[config.mk]
export PLATFORM = sky130hd
export DESIGN_NAME = systolic_ctrl
export DESIGN_NICKNAME = d
export VERILOG_FILES = /design/src/rtl/systolic_ctrl.sv
export SDC_FILE = /design/constraint.sdc
export NUM_CORES = 1
export LEC_CHECK = 0
export CAP_MARGIN = 25
export CORE_AREA = 2 2 209 211
export CTS_CLUSTER_SIZE = 25
export DETAILED_ROUTE_END_ITERATION = 10
export DIE_AREA = 0 0 211 213
export GPL_TIMING_DRIVEN = 0
export HOLD_SLACK_MARGIN = 0.15
export PLACE_DENSITY = 0.56
export SLEW_MARGIN = 10
export SYNTH_ARGS = -nofsm -noshare
export SYNTH_HDL_FRONTEND = slang
export SYNTH_SLANG_ARGS = --single-unit
[constraint.sdc]
create_clock -name clk -period 7.6 [get_ports clk]
set_input_delay 1.14 -clock clk [delete_from_list [all_inputs] [get_ports clk]]
set_output_delay 1.14 -clock clk [all_outputs]
set_load 0.01 [all_outputs]
[src/rtl/systolic_ctrl.sv]
`default_nettype none
// ============================================================================
// Module   : systolic_ctrl
// Brief    : Job sequencer for a weight-stationary systolic array. It loads the
//            weight tile, skews activations in and deskews bottom-row results.
//            Optional build macro PERF_CNT_EN adds perf_cycles/perf_stalls.
// Revision : 1.0
// ============================================================================
module systolic_ctrl #(
    parameter int ARR_SIZE      = 4,
    parameter int HORIZONTAL_BW = 16,
    parameter int VERTICAL_BW   = 32,
    parameter int KW            = 16,
    parameter int OUT_LAT       = 8
) (
    input  logic                              clk,
    input  logic                              rst,
    input  logic                              start,
    input  logic [KW-1:0]                     k_len,
    output logic                              busy,
    output logic                              done,
    input  logic                              w_valid,
    output logic                              w_ready,
    input  logic [ARR_SIZE*HORIZONTAL_BW-1:0] w_data,
    input  logic                              a_valid,
    output logic                              a_ready,
    input  logic [ARR_SIZE*HORIZONTAL_BW-1:0] a_data,
    output logic                              arr_mode,
    output logic                              arr_rst,
    output logic [ARR_SIZE*HORIZONTAL_BW-1:0] arr_vert,
    output logic [ARR_SIZE*HORIZONTAL_BW-1:0] arr_horiz,
    input  logic [ARR_SIZE*VERTICAL_BW-1:0]   arr_op,
    output logic                              res_valid,
    output logic [ARR_SIZE*VERTICAL_BW-1:0]   res_data
`ifdef PERF_CNT_EN
    ,
    output logic [31:0]                       perf_cycles,
    output logic [31:0]                       perf_stalls
`endif
);

    localparam int c_TAG_LAT = OUT_LAT + ARR_SIZE - 1;
    localparam int c_HW      = ARR_SIZE * HORIZONTAL_BW;
    localparam int c_VW      = ARR_SIZE * VERTICAL_BW;

    typedef enum logic [2:0] {
        S_IDLE   = 3'd0,
        S_CLR    = 3'd1,
        S_LOAD   = 3'd2,
        S_STREAM = 3'd3,
        S_DRAIN  = 3'd4
    } state_t;

    state_t              r_state;
    state_t              w_state_nxt;
    logic [KW-1:0]       r_klen;
    logic [KW-1:0]       r_cnt;
    logic [c_TAG_LAT-1:0] r_tag;
    logic                w_w_acc;
    logic                w_a_acc;
    logic                w_last_w;
    logic                w_last_a;
    logic                w_tag_empty;
    logic [c_HW-1:0]     w_inj;
    logic [c_VW-1:0]     w_aligned;

    assign w_w_acc     = (r_state == S_LOAD) && w_valid;
    assign w_a_acc     = (r_state == S_STREAM) && a_valid;
    assign w_last_w    = w_w_acc && (r_cnt == KW'(ARR_SIZE - 1));
    assign w_last_a    = w_a_acc && (r_cnt == (r_klen - KW'(1)));
    assign w_tag_empty = ~|r_tag;
    // Stream cycles without a beat inject zeros so the skew lines keep moving.
    assign w_inj       = w_a_acc ? a_data : '0;

    always_comb begin
        w_state_nxt = r_state;
        busy        = 1'b0;
        done        = 1'b0;
        w_ready     = 1'b0;
        a_ready     = 1'b0;
        case (r_state)
            S_IDLE: begin
                if (start) w_state_nxt = S_CLR;
            end
            S_CLR: begin
                busy        = 1'b1;
                w_state_nxt = S_LOAD;
            end
            S_LOAD: begin
                busy    = 1'b1;
                w_ready = 1'b1;
                if (w_last_w) w_state_nxt = (r_klen == '0) ? S_DRAIN : S_STREAM;
            end
            S_STREAM: begin
                busy    = 1'b1;
                a_ready = 1'b1;
                if (w_last_a) w_state_nxt = S_DRAIN;
            end
            S_DRAIN: begin
                if (w_tag_empty) begin
                    done        = 1'b1;
                    w_state_nxt = S_IDLE;
                end else begin
                    busy = 1'b1;
                end
            end
            default: w_state_nxt = S_IDLE;
        endcase
    end

    always_ff @(posedge clk) begin
        if (!rst) begin
            r_state <= S_IDLE;
            r_klen  <= '0;
            r_cnt   <= '0;
            r_tag   <= '0;
        end else begin
            r_state <= w_state_nxt;
            if ((r_state == S_IDLE) && start) r_klen <= k_len;
            if (w_last_w || w_last_a || (r_state == S_CLR)) r_cnt <= '0;
            else if (w_w_acc || w_a_acc) r_cnt <= r_cnt + KW'(1);
            r_tag <= {r_tag[c_TAG_LAT-2:0], w_a_acc};
        end
    end

    assign arr_mode  = w_w_acc;
    assign arr_vert  = w_w_acc ? w_data : '0;
    assign arr_rst   = !rst || (r_state == S_CLR);
    assign res_valid = r_tag[c_TAG_LAT-1];
    assign res_data  = res_valid ? w_aligned : '0;

    generate
        for (genvar gi = 0; gi < ARR_SIZE; gi++) begin : g_skew
            if (gi == 0) begin : g_direct
                assign arr_horiz[gi*HORIZONTAL_BW +: HORIZONTAL_BW] = w_inj[gi*HORIZONTAL_BW +: HORIZONTAL_BW];
            end else begin : g_delay
                logic [HORIZONTAL_BW-1:0] r_dl [gi];
                always_ff @(posedge clk) begin
                    if (!rst) begin
                        for (int d = 0; d < gi; d++) r_dl[d] <= '0;
                    end else begin
                        r_dl[0] <= w_inj[gi*HORIZONTAL_BW +: HORIZONTAL_BW];
                        for (int d = 1; d < gi; d++) r_dl[d] <= r_dl[d-1];
                    end
                end
                assign arr_horiz[gi*HORIZONTAL_BW +: HORIZONTAL_BW] = r_dl[gi-1];
            end
        end

        // Column j leaves the array j cycles after column 0; hold earlier columns back.
        for (genvar gj = 0; gj < ARR_SIZE; gj++) begin : g_deskew
            localparam int c_D = ARR_SIZE - 1 - gj;
            if (c_D == 0) begin : g_direct
                assign w_aligned[gj*VERTICAL_BW +: VERTICAL_BW] = arr_op[gj*VERTICAL_BW +: VERTICAL_BW];
            end else begin : g_delay
                logic [VERTICAL_BW-1:0] r_dl [c_D];
                always_ff @(posedge clk) begin
                    if (!rst) begin
                        for (int d = 0; d < c_D; d++) r_dl[d] <= '0;
                    end else begin
                        r_dl[0] <= arr_op[gj*VERTICAL_BW +: VERTICAL_BW];
                        for (int d = 1; d < c_D; d++) r_dl[d] <= r_dl[d-1];
                    end
                end
                assign w_aligned[gj*VERTICAL_BW +: VERTICAL_BW] = r_dl[c_D-1];
            end
        end
    endgenerate

`ifdef PERF_CNT_EN
    logic [31:0] r_perf_cycles;
    logic [31:0] r_perf_stalls;
    logic        w_stall;

    assign w_stall = ((r_state == S_LOAD) && !w_valid) || ((r_state == S_STREAM) && !a_valid);

    always_ff @(posedge clk) begin
        if (!rst || (r_state == S_CLR)) begin
            r_perf_cycles <= '0;
            r_perf_stalls <= '0;
        end else begin
            if (busy && (r_perf_cycles != 32'hFFFF_FFFF)) r_perf_cycles <= r_perf_cycles + 32'd1;
            if (w_stall && (r_perf_stalls != 32'hFFFF_FFFF)) r_perf_stalls <= r_perf_stalls + 32'd1;
        end
    end

    assign perf_cycles = r_perf_cycles;
    assign perf_stalls = r_perf_stalls;
`endif

endmodule
`default_nettype wire

**Word-level counts from Yosys, hierarchy flattened**

Memories as Yosys holds them, arrays and structs flattened.
Index checks and enable logic that the tools add are counted.

- Memories: 6
- Input port bits: 277
- Logic and storage cells: 82
- Register bits: 46
- RAM bits: 288
- Output and inout bits: 263

Memories:

| memory | depth | width | read ports | clocked after memory_dff | write ports | line | text |
|---|---|---|---|---|---|---|---|
| g_deskew[0].g_delay.r_dl | 3 | 32 | 3 | 0 | 3 | 156 | `logic [VERTICAL_BW-1:0] r_dl [c_D];` |
| g_deskew[1].g_delay.r_dl | 2 | 32 | 2 | 0 | 2 | 156 |  |
| g_skew[3].g_delay.r_dl | 3 | 16 | 3 | 0 | 3 | 137 | `logic [HORIZONTAL_BW-1:0] r_dl [gi];` |
| g_deskew[2].g_delay.r_dl | 1 | 32 | 1 | 0 | 1 | 156 |  |
| g_skew[2].g_delay.r_dl | 2 | 16 | 2 | 0 | 2 | 137 |  |
| g_skew[1].g_delay.r_dl | 1 | 16 | 1 | 0 | 1 | 137 |  |

- Bitwise gates (word level): 11
- $add $sub $neg: 2
- Muxes and demuxes: 31
- Eq/ne operators: 10
- Reductions and logical operators: 18

Operators with widths:

| operator | number |
|---|---|
| $mux W32 | 6 |
| $mux W128 | 1 |
| $mux W64 | 2 |
| $mux W16 | 6 |
| $reduce_or A32 Y1 | 1 |
| $add A16 B1 Y16 const B | 1 |
| $eq A16 B16 Y1 | 1 |
| $eq A16 B2 Y1 const B | 1 |
| $logic_not A16 Y1 | 1 |
| $reduce_or A16 Y1 | 1 |
| $sub A16 B1 Y16 const B | 1 |
| $mux W3 | 5 |
| $pmux W3 S5 | 1 |
| $reduce_or A11 Y1 | 1 |
| $or A1 B1 Y1 | 10 |
| $mux W1 | 9 |
| $ne A2 B2 Y1 const B | 4 |
| $eq A3 B2 Y1 const B | 2 |
| $logic_and A1 B1 Y1 | 5 |
| $logic_or A1 B1 Y1 | 4 |
| $reduce_and A4 Y1 | 1 |
| $eq A3 B1 Y1 const B | 1 |
| $eq A3 B3 Y1 const B | 1 |
| $logic_not A3 Y1 | 1 |
| other kinds (5) | 5 |

**Longest topological paths before layout**

- Depth after elaboration: 6
- Mapped depth: 11

**Worst setup path before layout**

OpenSTA, ideal clock, no wires.

- Kind: input -> output
- Start point: input port w_valid
- End point: output port arr_vert[10]
- Required time: 6.460 ns
- Setup slack: 4.244 ns
- Arrival: 2.216 ns
- Stages: 4
- Cells stage by stage: nor4bb_1 -> clkbuf_1 -> clkbuf_1 -> and2_1

- Longest elaborated chain between the ends: 2

Ends and longest elaborated chain:

| what | line | text |
|---|---|---|
| start, declared | 22 | `input logic w_valid,` |
| $logic_and A1 B1 Y1 | 67 | `assign w_w_acc = (r_state == S_LOAD) && w_valid;` |
| $mux W64 | 127 | `assign arr_vert = w_w_acc ? w_data : '0;` |
| end, declared | 30 | `output logic [ARR_SIZE*HORIZONTAL_BW-1:0] arr_vert,` |

No other way between the ends.

**Worst setup path after layout**

- Start point: input port w_valid
- End point: output port arr_vert[47]

The elaborated chain is that of the path after synthesis.

==> flow_summary_export.csv <==
group,metric,value,unit
placed_design,place_hpwl,30.3,mm
power_and_ir_drop,vdd.ir_drop.worst,0.137,mV
floorplanning,ioPinCount,540,
clock_network,cts_root_buf,"clkbuf_16",
run,maxCapViolCount,0,
placed_design,dp_slack,2470,ps
yosys,syn_area,11800,µm²
clock_network,cts.sinks,334,
floorplanning,dieArea,44900,µm²
grt,antenna_found_initial,2,
floorplanning,rows,76,
yosys,syn_inst,1175,
routing,drc,0,
routing,first_pass_iters,6,
sta,rsz0062_at_grt,"false",
sta,setup_ws,2500,ps
cells_and_area,drive_gt1_frac,0.0605,
floorplanning,start_util,0.276,
clock_network,cts_resized,0,
setup_path,startpoint_type,"primary input",
grt,gr-total-overflow,0,
routing,routedWlPerCell,16.5,µm
yosys,yosys.area.top_type,"dfxtp_1",
yosys,synth_area_per_cell,10.0,µm²
yosys,yosys_register_bits,334,
cells_and_area,nets,2034,
floorplanning,fp.dieW,211,µm
placed_design,port_buffers,539,
power_and_ir_drop,power.share.switching,0.220,
worst_hold_path,worstHoldStart,"g_deskew[0].g_delay.r_dl[0][40]",
worst_hold_path,hp-class,"register to register",
power_and_ir_drop,power.density,215,nW/µm²
setup_path,reg2reg_from,"r_klen[0]",
power_and_ir_drop,internal-power,3.21,mW
setup_path,startpoint,"w_valid",
sta,fin_skew,17.1,ps
placed_design,place_congestion,0.846,
sta,worst_slew_pin_slew,798,ps
routing,vias,9578,
grt,grt_pass1_vias,9803,
grt,grt_max_degree,14,
run_status,status,"complete, no violations",
clock_network,cts_setup_buffers,0,
yosys,async_flop_share,0,
power_and_ir_drop,power.switching,0.907,mW
sta,post-route-period-util,0.671,
sta,hold_viol_final,0,
sta,max_slew_margin,0.468,
clock_network,ctsHoldBuffers,0,
routing,first_iter_violations,325,
clock_network,clock_latency,540,ps
grt,track_usage,0.168,
setup_path,crit_required,6460,ps
power_and_ir_drop,combPwrFrac,0.098,
routing,viasPerCell,4.11,
setup_path,crit_path_max_fanout,10,
clock_network,path_clk_slew,60,ps
cells_and_area,fin_cells,2332,
yosys,ys.warnings.count,0,
power_and_ir_drop,power,4.12,mW
sta,slew_violations,0,
setup_path,worst-setup-path-type,"primary input to primary output",
power_and_ir_drop,leakage,7.77,nW
grt,grt_pass1_wl,56.8,mm
sta,tns,0,ps
yosys,synth_top_area_share,0.567,
floorplanning,coreArea,42700,µm²
clock_network,cts_max_path_buffers,3,
power_and_ir_drop,power.share.sequential,0.445,
clock_network,htree_levels,2,
floorplanning,die_y,213,µm
setup_path,end_kind,"primary output",
cells_and_area,area_growth,62.6,%
power_and_ir_drop,power_frac_clock,0.457,
routing,antenna_left,0,
yosys,ys_types,46,
yosys,yosysSeqAreaShare,0.567,
cells_and_area,utilization,0.449,
yosys,synthTopCellsByArea,"dfxtp_1 57%, and2_1 24%, and3_1 2.9%",
sta,setup_viol,0,
setup_path,critical_path_arrival,3960,ps
placed_design,dp_cells,2261,
clock_network,cts_made_buffers,38,
yosys,yosys_most_used_dff,"dfxtp_1",
yosys,syn-num-nets,1454,
sta,fmax,196,MHz
routing,drt_wl_total,38.6,mm
yosys,synth-edff-count,0,
clock_network,tritoncts,"done",
sta,fin_crit,5100,ps
-- routing by layer --
layer	routed length, µm	global-route usage	vias up
met5	0	0	-
li1	-	-	4826
met4	1020	0.0525	0
met2	19300	0.300	358
met3	2930	0.0572	51
met1	15300	0.187	4343
-- critical path: stages --
cell	delay [ps]
clkdlybuf4s50_1	490
nor4bb_1	660
buf_2	250
clkbuf_1	330
clkbuf_1	310
and2_1	180
clkdlybuf4s50_1	590
-- registers in the layout (all words and copies together), names as in the netlist --
name                   flops
r_tag                     11
g_deskew.g_delay.r_dl    192
r_state                    3
g_skew.g_delay.r_dl       96
r_cnt                     16
r_klen                    16
-- power by group through the flow --
stage	clock network [mW]	logic [mW]	registers (mW)
2_1_floorplan	0	0.172	1.86
3_3_place_gp	0	0.401	1.87
3_5_place_dp	0	0.405	1.87
4_1_cts	1.95	0.409	1.83
5_1_grt	2.02	0.440	1.84
6_report	1.88	0.403	1.83
-- cells by family (layout without fill, tap and decap cells) --
logic type	count (synthesis)	after routing	share of synthesized area
buf+inv	114	724	0.0483
fa+ha+maj	2	2	0.00212
other cells	0	1	0
xor+xnor	34	34	0.0252
simple gates	650	650	0.330
flops	334	334	0.567
compound gates	38	38	0.0249
mux	3	3	0.00265
-- synthesized netlist by cell type, types with 2 or more instances --
library cell,instances
and2_1,462
dfxtp_1,334
clkbuf_1,72
and3_1,54
nand2_1,46
nor2_1,36
buf_4,33
xor2_1,21
a21boi_0,16
xnor2_1,13
nor4_1,11
nand3_1,8
nand4_1,6
o21ai_0,6
inv_1,5
nor2b_1,5
nand2b_1,4
nor3_1,4
a21oi_1,3
a211oi_1,2
a31oi_1,2
and4b_1,2
buf_2,2
buf_6,2
ha_1,2
mux2i_1,2
nand4b_1,2
or4_1,2
-- final timing paths --
path | to | slack [ps] | cells after the start
max | arr_vert[47] | 2500 | 7
min | g_deskew[0].g_delay.r_dl[0][72] | 430 | 1
max reg2reg | r_cnt[8] | 4780 | 11
min reg2reg | g_deskew[0].g_delay.r_dl[0][72] | 430 | 1
-- per-stage QoR --
stage	instance area [µm²]	hold slack [ps]
after floorplan	11800	412
after global placement	17900	414
after detailed placement	17900	417
after CTS	19200	428
after global routing	19200	438
final	19200	427
-- layout make-up --
type | count | area [µm²]
clock inverter | 14 | 191
antenna | 1 | 2.50
multi-input combinational | 727 | 4540
clock buffer | 56 | 1110
fill | 4156 | 23500
timing repair buffer | 540 | 5400
buffer | 109 | 551
inverter | 5 | 18.8
tap | 546 | 683
sequential | 334 | 6690
-- layout by cell type, fill, tap and decap left out, types with 6 or more instances in the layout --
master           count
clkbuf_16           39
xnor2_1             13
nor2_1              36
nand4_1              6
and2_1             462
dfxtp_1            334
nand2_1             46
xor2_1              21
clkinv_2             7
clkbuf_8             7
a21boi_0            16
clkdlybuf4s50_1    539
and3_1              54
buf_4               33
nor4_1              11
o21ai_0              6
nand3_1              8
clkbuf_1            82
Note: power is estimated with default switching activity, not from simulation.
